[src/rtl/rv32i_types.sv]
// Shared RV32I constants and types for the register file and its write scoreboard.
package rv32i_types;
    localparam int NUM_REGS   = 32;
    localparam int XLEN       = 32;
    localparam int PEND_W_DEF = 2;

    typedef logic [PEND_W_DEF-1:0] pend_cnt_t;
endpackage

[src/rtl/sb_counter.sv]
// Per-register pending-write counter: saturating increment and a decrement of up to two.
module sb_counter
    import rv32i_types::*;
#(
    parameter int W = $bits(pend_cnt_t)
) (
    input  logic         clk,
    input  logic         rst,
    input  logic         inc_i,
    input  logic [1:0]   dec_i,
    output logic [W-1:0] cnt_o,
    output logic         full_o,
    output logic         empty_o
);
    logic [W-1:0] cnt_q, cnt_d;
    logic [W+1:0] up;
    logic         inc_eff, underflow;

    assign full_o  = cnt_q == {W{1'b1}};
    assign empty_o = cnt_q == '0;
    assign cnt_o   = cnt_q;

    always_comb begin
        inc_eff   = inc_i && !full_o;
        up        = {2'b00, cnt_q} + {{(W+1){1'b0}}, inc_eff};
        underflow = up < {{W{1'b0}}, dec_i};
        cnt_d     = underflow ? '0 : W'(up - {{W{1'b0}}, dec_i});
    end

    always_ff @(posedge clk or posedge rst) begin
        if (rst) begin
            cnt_q <= '0;
        end else begin
            cnt_q <= cnt_d;
        end
    end

    // Retiring more writes than were issued means the pipeline lost track of a destination.
    assert property (@(posedge clk) disable iff (rst) !underflow);
endmodule

[src/rtl/regfile_sb.sv]
// RV32I architectural register file with writeback bypass, RAW scoreboard and retirement order counter.
module regfile_sb
    import rv32i_types::*;
#(
    parameter int PEND_W  = PEND_W_DEF,
    parameter int ORDER_W = 64
) (
    input  logic               clk,
    input  logic               rst,
    input  logic               regf_we,
    input  logic [4:0]         rd_s_wb,
    input  logic [31:0]        rd_v_wb,
    input  logic               commit,
    input  logic [4:0]         rs1_s,
    input  logic [4:0]         rs2_s,
    input  logic               rs1_use,
    input  logic               rs2_use,
    output logic [31:0]        rs1_v,
    output logic [31:0]        rs2_v,
    input  logic               issue_valid,
    input  logic [4:0]         issue_rd,
    input  logic               kill_valid,
    input  logic [4:0]         kill_rd,
    output logic               raw_stall,
    output logic               issue_full,
    output logic [ORDER_W-1:0] order
);
    logic [XLEN-1:0]     regs_q [NUM_REGS];
    logic [PEND_W-1:0]   pend   [NUM_REGS];
    logic [NUM_REGS-1:0] full_v;
    logic [NUM_REGS-1:0] empty_v;
    logic [ORDER_W-1:0]  order_q, order_d;
    logic                hit1, hit2, stall1, stall2;

    always_ff @(posedge clk or posedge rst) begin
        if (rst) begin
            for (int i = 0; i < NUM_REGS; i++) begin
                regs_q[i] <= '0;
            end
        end else if (regf_we && rd_s_wb != '0) begin
            regs_q[rd_s_wb] <= rd_v_wb;
        end
    end

    assign pend[0]    = '0;
    assign full_v[0]  = 1'b0;
    assign empty_v[0] = 1'b1;

    for (genvar r = 1; r < NUM_REGS; r++) begin : g_sb
        logic       inc;
        logic [1:0] dec;

        assign inc = issue_valid && issue_rd == 5'(r);
        assign dec = {1'b0, regf_we && rd_s_wb == 5'(r)} + {1'b0, kill_valid && kill_rd == 5'(r)};

        sb_counter #(.W(PEND_W)) u_cnt (
            .clk     (clk),
            .rst     (rst),
            .inc_i   (inc),
            .dec_i   (dec),
            .cnt_o   (pend[r]),
            .full_o  (full_v[r]),
            .empty_o (empty_v[r])
        );
    end

    always_comb begin
        hit1  = regf_we && rd_s_wb == rs1_s;
        hit2  = regf_we && rd_s_wb == rs2_s;
        rs1_v = '0;
        rs2_v = '0;
        if (rs1_s != '0) rs1_v = hit1 ? rd_v_wb : regs_q[rs1_s];
        if (rs2_s != '0) rs2_v = hit2 ? rd_v_wb : regs_q[rs2_s];
        // A single outstanding write that lands this cycle is covered by the bypass path.
        stall1 = rs1_use && rs1_s != '0 && !empty_v[rs1_s] && !(hit1 && pend[rs1_s] == PEND_W'(1));
        stall2 = rs2_use && rs2_s != '0 && !empty_v[rs2_s] && !(hit2 && pend[rs2_s] == PEND_W'(1));
        raw_stall  = stall1 || stall2;
        issue_full = issue_rd != '0 && full_v[issue_rd];
    end

    assign order_d = order_q + {{(ORDER_W-1){1'b0}}, commit};
    assign order   = order_q;

    always_ff @(posedge clk or posedge rst) begin
        if (rst) begin
            order_q <= '0;
        end else begin
            order_q <= order_d;
        end
    end

    assert property (@(posedge clk) disable iff (rst) !(issue_valid && issue_full));
endmodule

[config.mk]
export PLATFORM = sky130hd
export DESIGN_NAME = regfile_sb
export DESIGN_NICKNAME = d
export VERILOG_FILES = /design/src/rtl/rv32i_types.sv /design/src/rtl/sb_counter.sv /design/src/rtl/regfile_sb.sv
export SDC_FILE = /design/constraint.sdc
export NUM_CORES = 2
export LEC_CHECK = 0
export CORE_MARGIN = 10
export CORE_UTILIZATION = 60
export DETAILED_ROUTE_END_ITERATION = 12
export PLACE_DENSITY = 0.84
export SYNTH_ARGS = -nofsm -noshare
export SYNTH_HDL_FRONTEND = slang
export SYNTH_HIERARCHICAL = 1
export SYNTH_SLANG_ARGS = --single-unit
[constraint.sdc]
create_clock -name clk -period 102.9 [get_ports clk]
set_clock_uncertainty 0.1 [all_clocks]
set_input_delay 20.58 -clock clk [delete_from_list [all_inputs] [get_ports clk]]
set_output_delay 20.58 -clock clk [all_outputs]
set_load 0.01 [all_outputs]
-- After elaboration in Yosys (flattened, before gate mapping)
Cells that the tools add are included.
- flip-flop bits (word level): 1150
- input bits: 65
- output and inout bits: 130
- $add $sub $neg: 94
- order comparisons: 38
- equal/unequal tests: 128
- multiplexer cells: 56
- bitwise logic cells: 3
- reduce and logical (&&, ||, !) cells: 208
- operators with widths (kind ; number):
    bitwise mux 1024 bit ; 1
    binary-select mux 32 bit (select 5 bit) ; 2
    2-to-1 mux 32 bit ; 9
    equality test 5 bit, second input constant ; 48
    demux 32 bit (select 5 bit) ; 1
    logical AND 1 bit ; 137
    equality test 5 x 4 -> 1 bit, second input constant ; 24
    adder 2 x 1 -> 3 bit ; 31
    less-than comparator 3 x 2 -> 1 bit ; 31
    2-to-1 mux 2 bit ; 35
    adder 64 x 1 -> 64 bit ; 1
    adder 1 x 1 -> 2 bit ; 31
    equality test 2 bit, second input constant ; 31
    logical NOT 2 bit ; 31
    subtractor 2 bit ; 31
    equality test 5 x 3 -> 1 bit, second input constant ; 12
    logical NOT 1 bit ; 35
    equality test 5 x 2 -> 1 bit, second input constant ; 6
    binary-select mux 2 bit (select 5 bit) ; 2
    nonzero test 5 bit ; 4
    greater-or-equal comparator 6 bit, second input constant ; 3
    less-than comparator 5 x 6 -> 1 bit, second input constant ; 3
    inverter 5 -> 6 bit ; 3
    binary-select mux 1 bit (select 5 bit) ; 3
    other kinds (6) ; 12

-- Depth between registers and ports, before layout
- word-level depth: 9
- depth in mapped cells: 11

-- By module
Netlist, hierarchy kept.
- by module, submodules not included (module ; instances ; cells an instance ; area an instance (um2)):
    regfile_sb ; 1 ; 4964 ; 60260.3
    sb_counter ; 31 ; 17 ; 165.2

-- Least setup slack after synthesis
Ideal clock, no wire load.
- path kind: input to output
- start point: input port rs2_s[0]
- end point: output port raw_stall
- data arrival time: 22414 ps
- slack: 59806 ps
- stages: 7
- buffers on the path: 3
- path through: buf_2 -> buf_2 -> buf_4 -> mux4_2 -> mux4_2 -> o22a_1 -> o32ai_1
- longest elaborated chain between the ends: 9
- elaborated cells on any way between the ends: 17
- those cells by class: eq/ne (2); mux (5); bitwise (1); reduce/logical (9)
- ends and longest elaborated chain (what ; RTL line ; source):
    start: declaration ; regfile_sb.sv:15 ; input logic [4:0] rs2_s,
    inverter 5 -> 6 bit (implied by the code) ; regfile_sb.sv:76 ; stall2 = rs2_use && rs2_s != '0 && !empty_v[rs2_s] && !(hit2 && pend[rs2_s] == PEND_W'(1));
    binary-select mux 2 bit (select 5 bit) ; regfile_sb.sv:76 ;
    2-to-1 mux 2 bit (implied by the code) (2 in series) ; regfile_sb.sv:76 ;
    equality test 2 x 1 -> 1 bit ; regfile_sb.sv:76 ;
    logical AND 1 bit ; regfile_sb.sv:76 ;
    logical NOT 1 bit ; regfile_sb.sv:76 ;
    logical AND 1 bit (*) ; regfile_sb.sv:76 ;
    logical OR 1 bit (*) ; regfile_sb.sv:77 ; raw_stall = stall1 || stall2;
    end: declaration ; regfile_sb.sv:24 ; output logic raw_stall,
Every way passes the cells marked *; elsewhere a longest branch is shown, timed or not. The select of a mux whose other input is x is not followed.

-- Worst setup path in the final report
- start point: input port rs2_s[2]
- end point: output port rs2_v[2]
- longest elaborated chain between the ends: 6
- elaborated cells on any way between the ends: 9
- those cells by class: eq/ne (1); mux (5); bitwise (1); reduce/logical (2)
- ends and longest elaborated chain (what ; RTL line ; source):
    inverter 5 -> 6 bit (implied by the code) ; regfile_sb.sv:73 ; if (rs2_s != '0) rs2_v = hit2 ? rd_v_wb : regs_q[rs2_s];
    binary-select mux 32 bit (select 5 bit) ; regfile_sb.sv:73 ;
    2-to-1 mux 32 bit (implied by the code) (2 in series) ; regfile_sb.sv:73 ;
    2-to-1 mux 32 bit ; regfile_sb.sv:73 ;
    2-to-1 mux 32 bit (*) ; regfile_sb.sv:73 ;
    end: declaration ; regfile_sb.sv:19 ; output logic [31:0] rs2_v,
Marks and branches as above.

==> flow_metrics.py <==
metrics = {
    "status": {
        "outcome": "complete, no violations",
    },
    "global_route": {
        "grt_remaining_overflow": 0,
        "global_route_usage_sum_pct": 33.7,
        "grt_pass1_wl_mm": 311,
        "grt_start_max_net_pins": 180,
        "grt_pass1_vias": 50100,
        "antenna_found_initial": 11,
    },
    "synthesis": {
        "netlist_instances": 5491,
        "seq_area_frac_synth_pct": 44.0,
        "synth_top_family_by_area": "multiplexers",
        "complex_gate_fraction_of_the_synthesized_area_pct": 2.01,
        "ys_seq_elements": 1150,
        "synth.distinct_cells": 62,
        "synth.avg_cell_area_sq_um": 11.9,
        "synth.cell_area_sq_um": 65400,
        "postSynth.asyncResetShare_pct": 100,
        "synth_area_in_simple_gates_pct": 12.7,
        "synth_ff_type": "sky130_fd_sc_hd__dfrtp_1",
        "xor_xnor_share_of_the_synthesized_area_pct": 1.39,
        "synth.net_count": 5713,
        "synth.yosys.warnings": 6,
        "synth_adder_area_share_pct": 3.36,
        "synth.mux.area_fraction_pct": 32.5,
        "count_of_flip_flops_with_a_built_in_enable_after_synthesis": 0,
    },
    "setup_path": {
        "timing.rr.end": "order[54]$_DFF_PP0_",
        "crit_buf_inv": 4,
        "critical_path_arrival_ps": 25100,
        "cp_slowest_stage_delay_ps": 750,
        "worst_path_cell_chain": "buf_8 > buf_4 > buf_4 > mux4_2 > mux4_2 > mux2i_1 > a211oi_1 > clkdlybuf4s50_1",
        "timing.critical_path.depth": 8,
        "required_ps": 82220,
        "cp_max_fo": 69,
        "worst_path_dominant_cell_family": "buffers and inverters",
        "rr_worst_depth": 6,
        "criticalPathCategory": "primary input to output port",
        "crit_path_start_kind": "primary input",
        "setup_crit_end_kind": "output port",
        "regToRegSetupSlack_ps": 100290,
        "slowest_stage": "sky130_fd_sc_hd__buf_4",
        "reg2reg_from": "order[29]$_DFF_PP0_",
    },
    "sta": {
        "post-route-min-period_ps": 45780,
        "hold_viol_final": 0,
        "final-max-slew-violation-count": 0,
        "finalSetupViolCount": 0,
        "fmaxAchievable_mhz": 21.8,
        "worst_pin_slew_ps": 1270,
        "setup_total_negative_slack_ps": 0,
        "min_period_over_period_pct": 44.5,
        "unrepaired_setup_endpoints_after_global_routing": "no",
        "fin_worst_hold_slack_ps": 298,
        "slew-limit-headroom_pct": 15.4,
    },
    "min_path": {
        "holdPathEnd": "regs_q[994]$_DFFE_PP0P_",
        "hold_path_depth": 0,
        "holdCritStartpoint": "regs_q[994]$_DFFE_PP0P_",
        "min_path_type": "flip-flop to flip-flop",
    },
    "pwr": {
        "power_leakage_nw": 33.2,
        "p_sw_share_pct": 28.7,
        "comb_power_share_pct": 22.0,
        "power.share.clock_pct": 33.6,
        "p_int_mw": 0.973,
        "power.switching_mw": 0.391,
        "max-vdd-ir-drop_mv": 0.0159,
        "share_seq_of_total_power_pct": 44.4,
        "power_density_nw_per_um2": 18.9,
    },
    "die": {
        "std_cell_rows": 121,
        "die_outline_width_um": 350,
        "num_io_pins": 195,
        "fp.dieArea_sq_um": 123000,
        "height_of_the_die_um": 350,
        "floorplan.core_area_sq_um": 109000,
        "initial_utilization_pct": 60.2,
    },
    "final_layout": {
        "mostFrequentLayoutCells": "sky130_fd_sc_hd__nand2_1 (1511), sky130_fd_sc_hd__dfrtp_1 (1150), sky130_fd_sc_hd__mux4_2 (648), sky130_fd_sc_hd__mux2_2 (529), sky130_fd_sc_hd__clkdlybuf4s50_1 (184)",
        "layout-drive-gt1-share_pct": 28.0,
        "design.final.nets": 5641,
        "filler_cell_count": 7117,
        "mostFrequentLayoutCell": "sky130_fd_sc_hd__nand2_1",
        "multi_input_comb_area_sq_um": 34200,
        "sequential_cell_area_sq_um": 28800,
        "synthToLayoutAreaGrowth_pct": 10.3,
    },
    "clock_network": {
        "clock_tree.buffer_depth": 3,
        "number_of_h_tree_branching_levels": 3,
        "clk_pin_slew_ps": 60,
        "cts_num_sinks": 1150,
        "postCtsHoldBufs": 0,
        "clock_latency_ps": 720,
        "tritoncts": "built",
        "postcts_resize_cnt": 0,
        "tritoncts.num_buffers": 114,
        "setup_fix_bufs_post_cts": 0,
        "root_buffer": "sky130_fd_sc_hd__clkbuf_16",
    },
    "drt": {
        "dr.first_iter.drc_count": 7467,
        "drt.antenna.violating_nets": 0,
        "drc": 0,
        "detail_route.first_pass.iterations": 6,
        "routed-via-count": 48900,
        "routed_wl_mm": 207,
        "drt-wirelength-per-cell_um": 29.9,
        "vias_per_cell": 7.05,
    },
    "placed_design": {
        "gpl.final_weighted_congestion": 0.916,
        "final_hpwl_dp_mm": 114,
        "port_buffers": 194,
    },
    "flow_run": {
        "max_cap_viol_count": 0,
    },
}
[flip-flops by register name (all words and copies together), names as in the netlist]
signal,flops
g_sb.u_cnt/cnt_o,62
regs_q,1024
order,64
[Yosys cell counts, types with 3 or more instances]
library cell,number,area share [%]
sky130_fd_sc_hd__nand2_1,1523,8.7
sky130_fd_sc_hd__dfrtp_1,1150,44
sky130_fd_sc_hd__mux4_2,648,22
sky130_fd_sc_hd__mux2_2,529,9.1
sky130_fd_sc_hd__clkbuf_1,310,1.8
sky130_fd_sc_hd__nor2_1,185,1.1
sky130_fd_sc_hd__inv_1,155,0.89
sky130_fd_sc_hd__ha_1,126,2.4
sky130_fd_sc_hd__buf_2,85,0.65
sky130_fd_sc_hd__mux2i_1,68,1.0
sky130_fd_sc_hd__a21oi_1,61,0.47
sky130_fd_sc_hd__xor2_1,61,0.82
sky130_fd_sc_hd__buf_1,57,0.33
sky130_fd_sc_hd__o21ai_0,52,0.40
sky130_fd_sc_hd__a211oi_1,48,0.55
sky130_fd_sc_hd__and2_1,48,0.46
sky130_fd_sc_hd__nor2b_1,42,0.40
sky130_fd_sc_hd__xnor2_1,41,0.55
sky130_fd_sc_hd__nand3_1,37,0.28
sky130_fd_sc_hd__fa_1,31,0.95
sky130_fd_sc_hd__or3b_1,31,0.42
sky130_fd_sc_hd__nand2b_1,21,0.20
sky130_fd_sc_hd__buf_4,20,0.23
sky130_fd_sc_hd__nor3_1,19,0.15
sky130_fd_sc_hd__and3_1,15,0.14
sky130_fd_sc_hd__nor3b_1,15,0.17
sky130_fd_sc_hd__o211ai_1,15,0.17
sky130_fd_sc_hd__a311oi_1,9,0.12
sky130_fd_sc_hd__a31oi_1,9,0.086
sky130_fd_sc_hd__nand4_1,9,0.086
sky130_fd_sc_hd__nand3b_1,8,0.092
sky130_fd_sc_hd__and4_1,7,0.094
sky130_fd_sc_hd__buf_6,7,0.12
sky130_fd_sc_hd__a2111oi_0,4,0.054
sky130_fd_sc_hd__nor4_1,4,0.038
sky130_fd_sc_hd__o311ai_0,3,0.040
sky130_fd_sc_hd__or3_1,3,0.029
[power groups by stage]
stage               Clock, mW  Sequential [mW]  Combinational, mW
floorplan                   0            0.585              0.223
global placement            0            0.600              0.282
detailed placement          0            0.607              0.295
CTS                     0.457            0.601              0.298
global route            0.477            0.613              0.323
finish                  0.458            0.606              0.301
[routing by layer]
layer | global-route usage, % | wire length (um)
met1 | 41.7 | 69100
met2 | 50.2 | 92200
met3 | 11.9 | 29500
met4 | 21.7 | 16400
met5 | 0.235 | 184
[through the flow]
step | worst slack [ps] | area (sq um) | utilization [%] | power, mW | instances
floorplan | 51590 | 65400 | - | 0.808 | 5491
global placement | 57130 | 68100 | 62.7 | 0.882 | 6717
detailed placement | 57080 | 68100 | 62.7 | 0.902 | 6717
CTS | 57070 | 72100 | 66.4 | 1.36 | 6924
global route | 56820 | 72100 | 66.4 | 1.41 | 6925
finish | 57120 | 72100 | 66.4 | 1.36 | 6929
[layout make-up]
cell class | count | share of cell area (%)
clock buffers | 155 | 4.56
well taps | 1414 | 2.45
inverters | 158 | 0.836
repair buffers | 291 | 3.79
multi-input cells | 3704 | 47.4
clock inverters | 52 | 1.08
diodes | 5 | 0.0173
flip-flops and latches | 1150 | 39.9
[worst max-delay path by stage]
stage / from / endpoint / slack (ps)
floorplan: rst / order[0]$_DFF_PP0_ / 51590
global placement: rs1_s[0] / rs1_v[21] / 57130
detailed placement: rs1_s[0] / rs1_v[21] / 57080
finish: rs2_s[2] / rs2_v[2] / 57120
global route: rs1_s[0] / rs1_v[21] / 56820
CTS: rs1_s[0] / rs1_v[21] / 57070
[logic make-up (layout without fill, tap and decap cells)]
kind of cell	count (synthesis)	after routing
adder cells (fa/ha/maj)	157	157
XOR/XNOR	103	103
multiplexers	1245	1245
AO/OA/AOI/OAI	210	210
other	0	5
buffers and inverters	637	656
flip-flops	1150	1150
AND/OR/NAND/NOR	1989	1989
No activity file was read; power rests on OpenSTA's default activity.
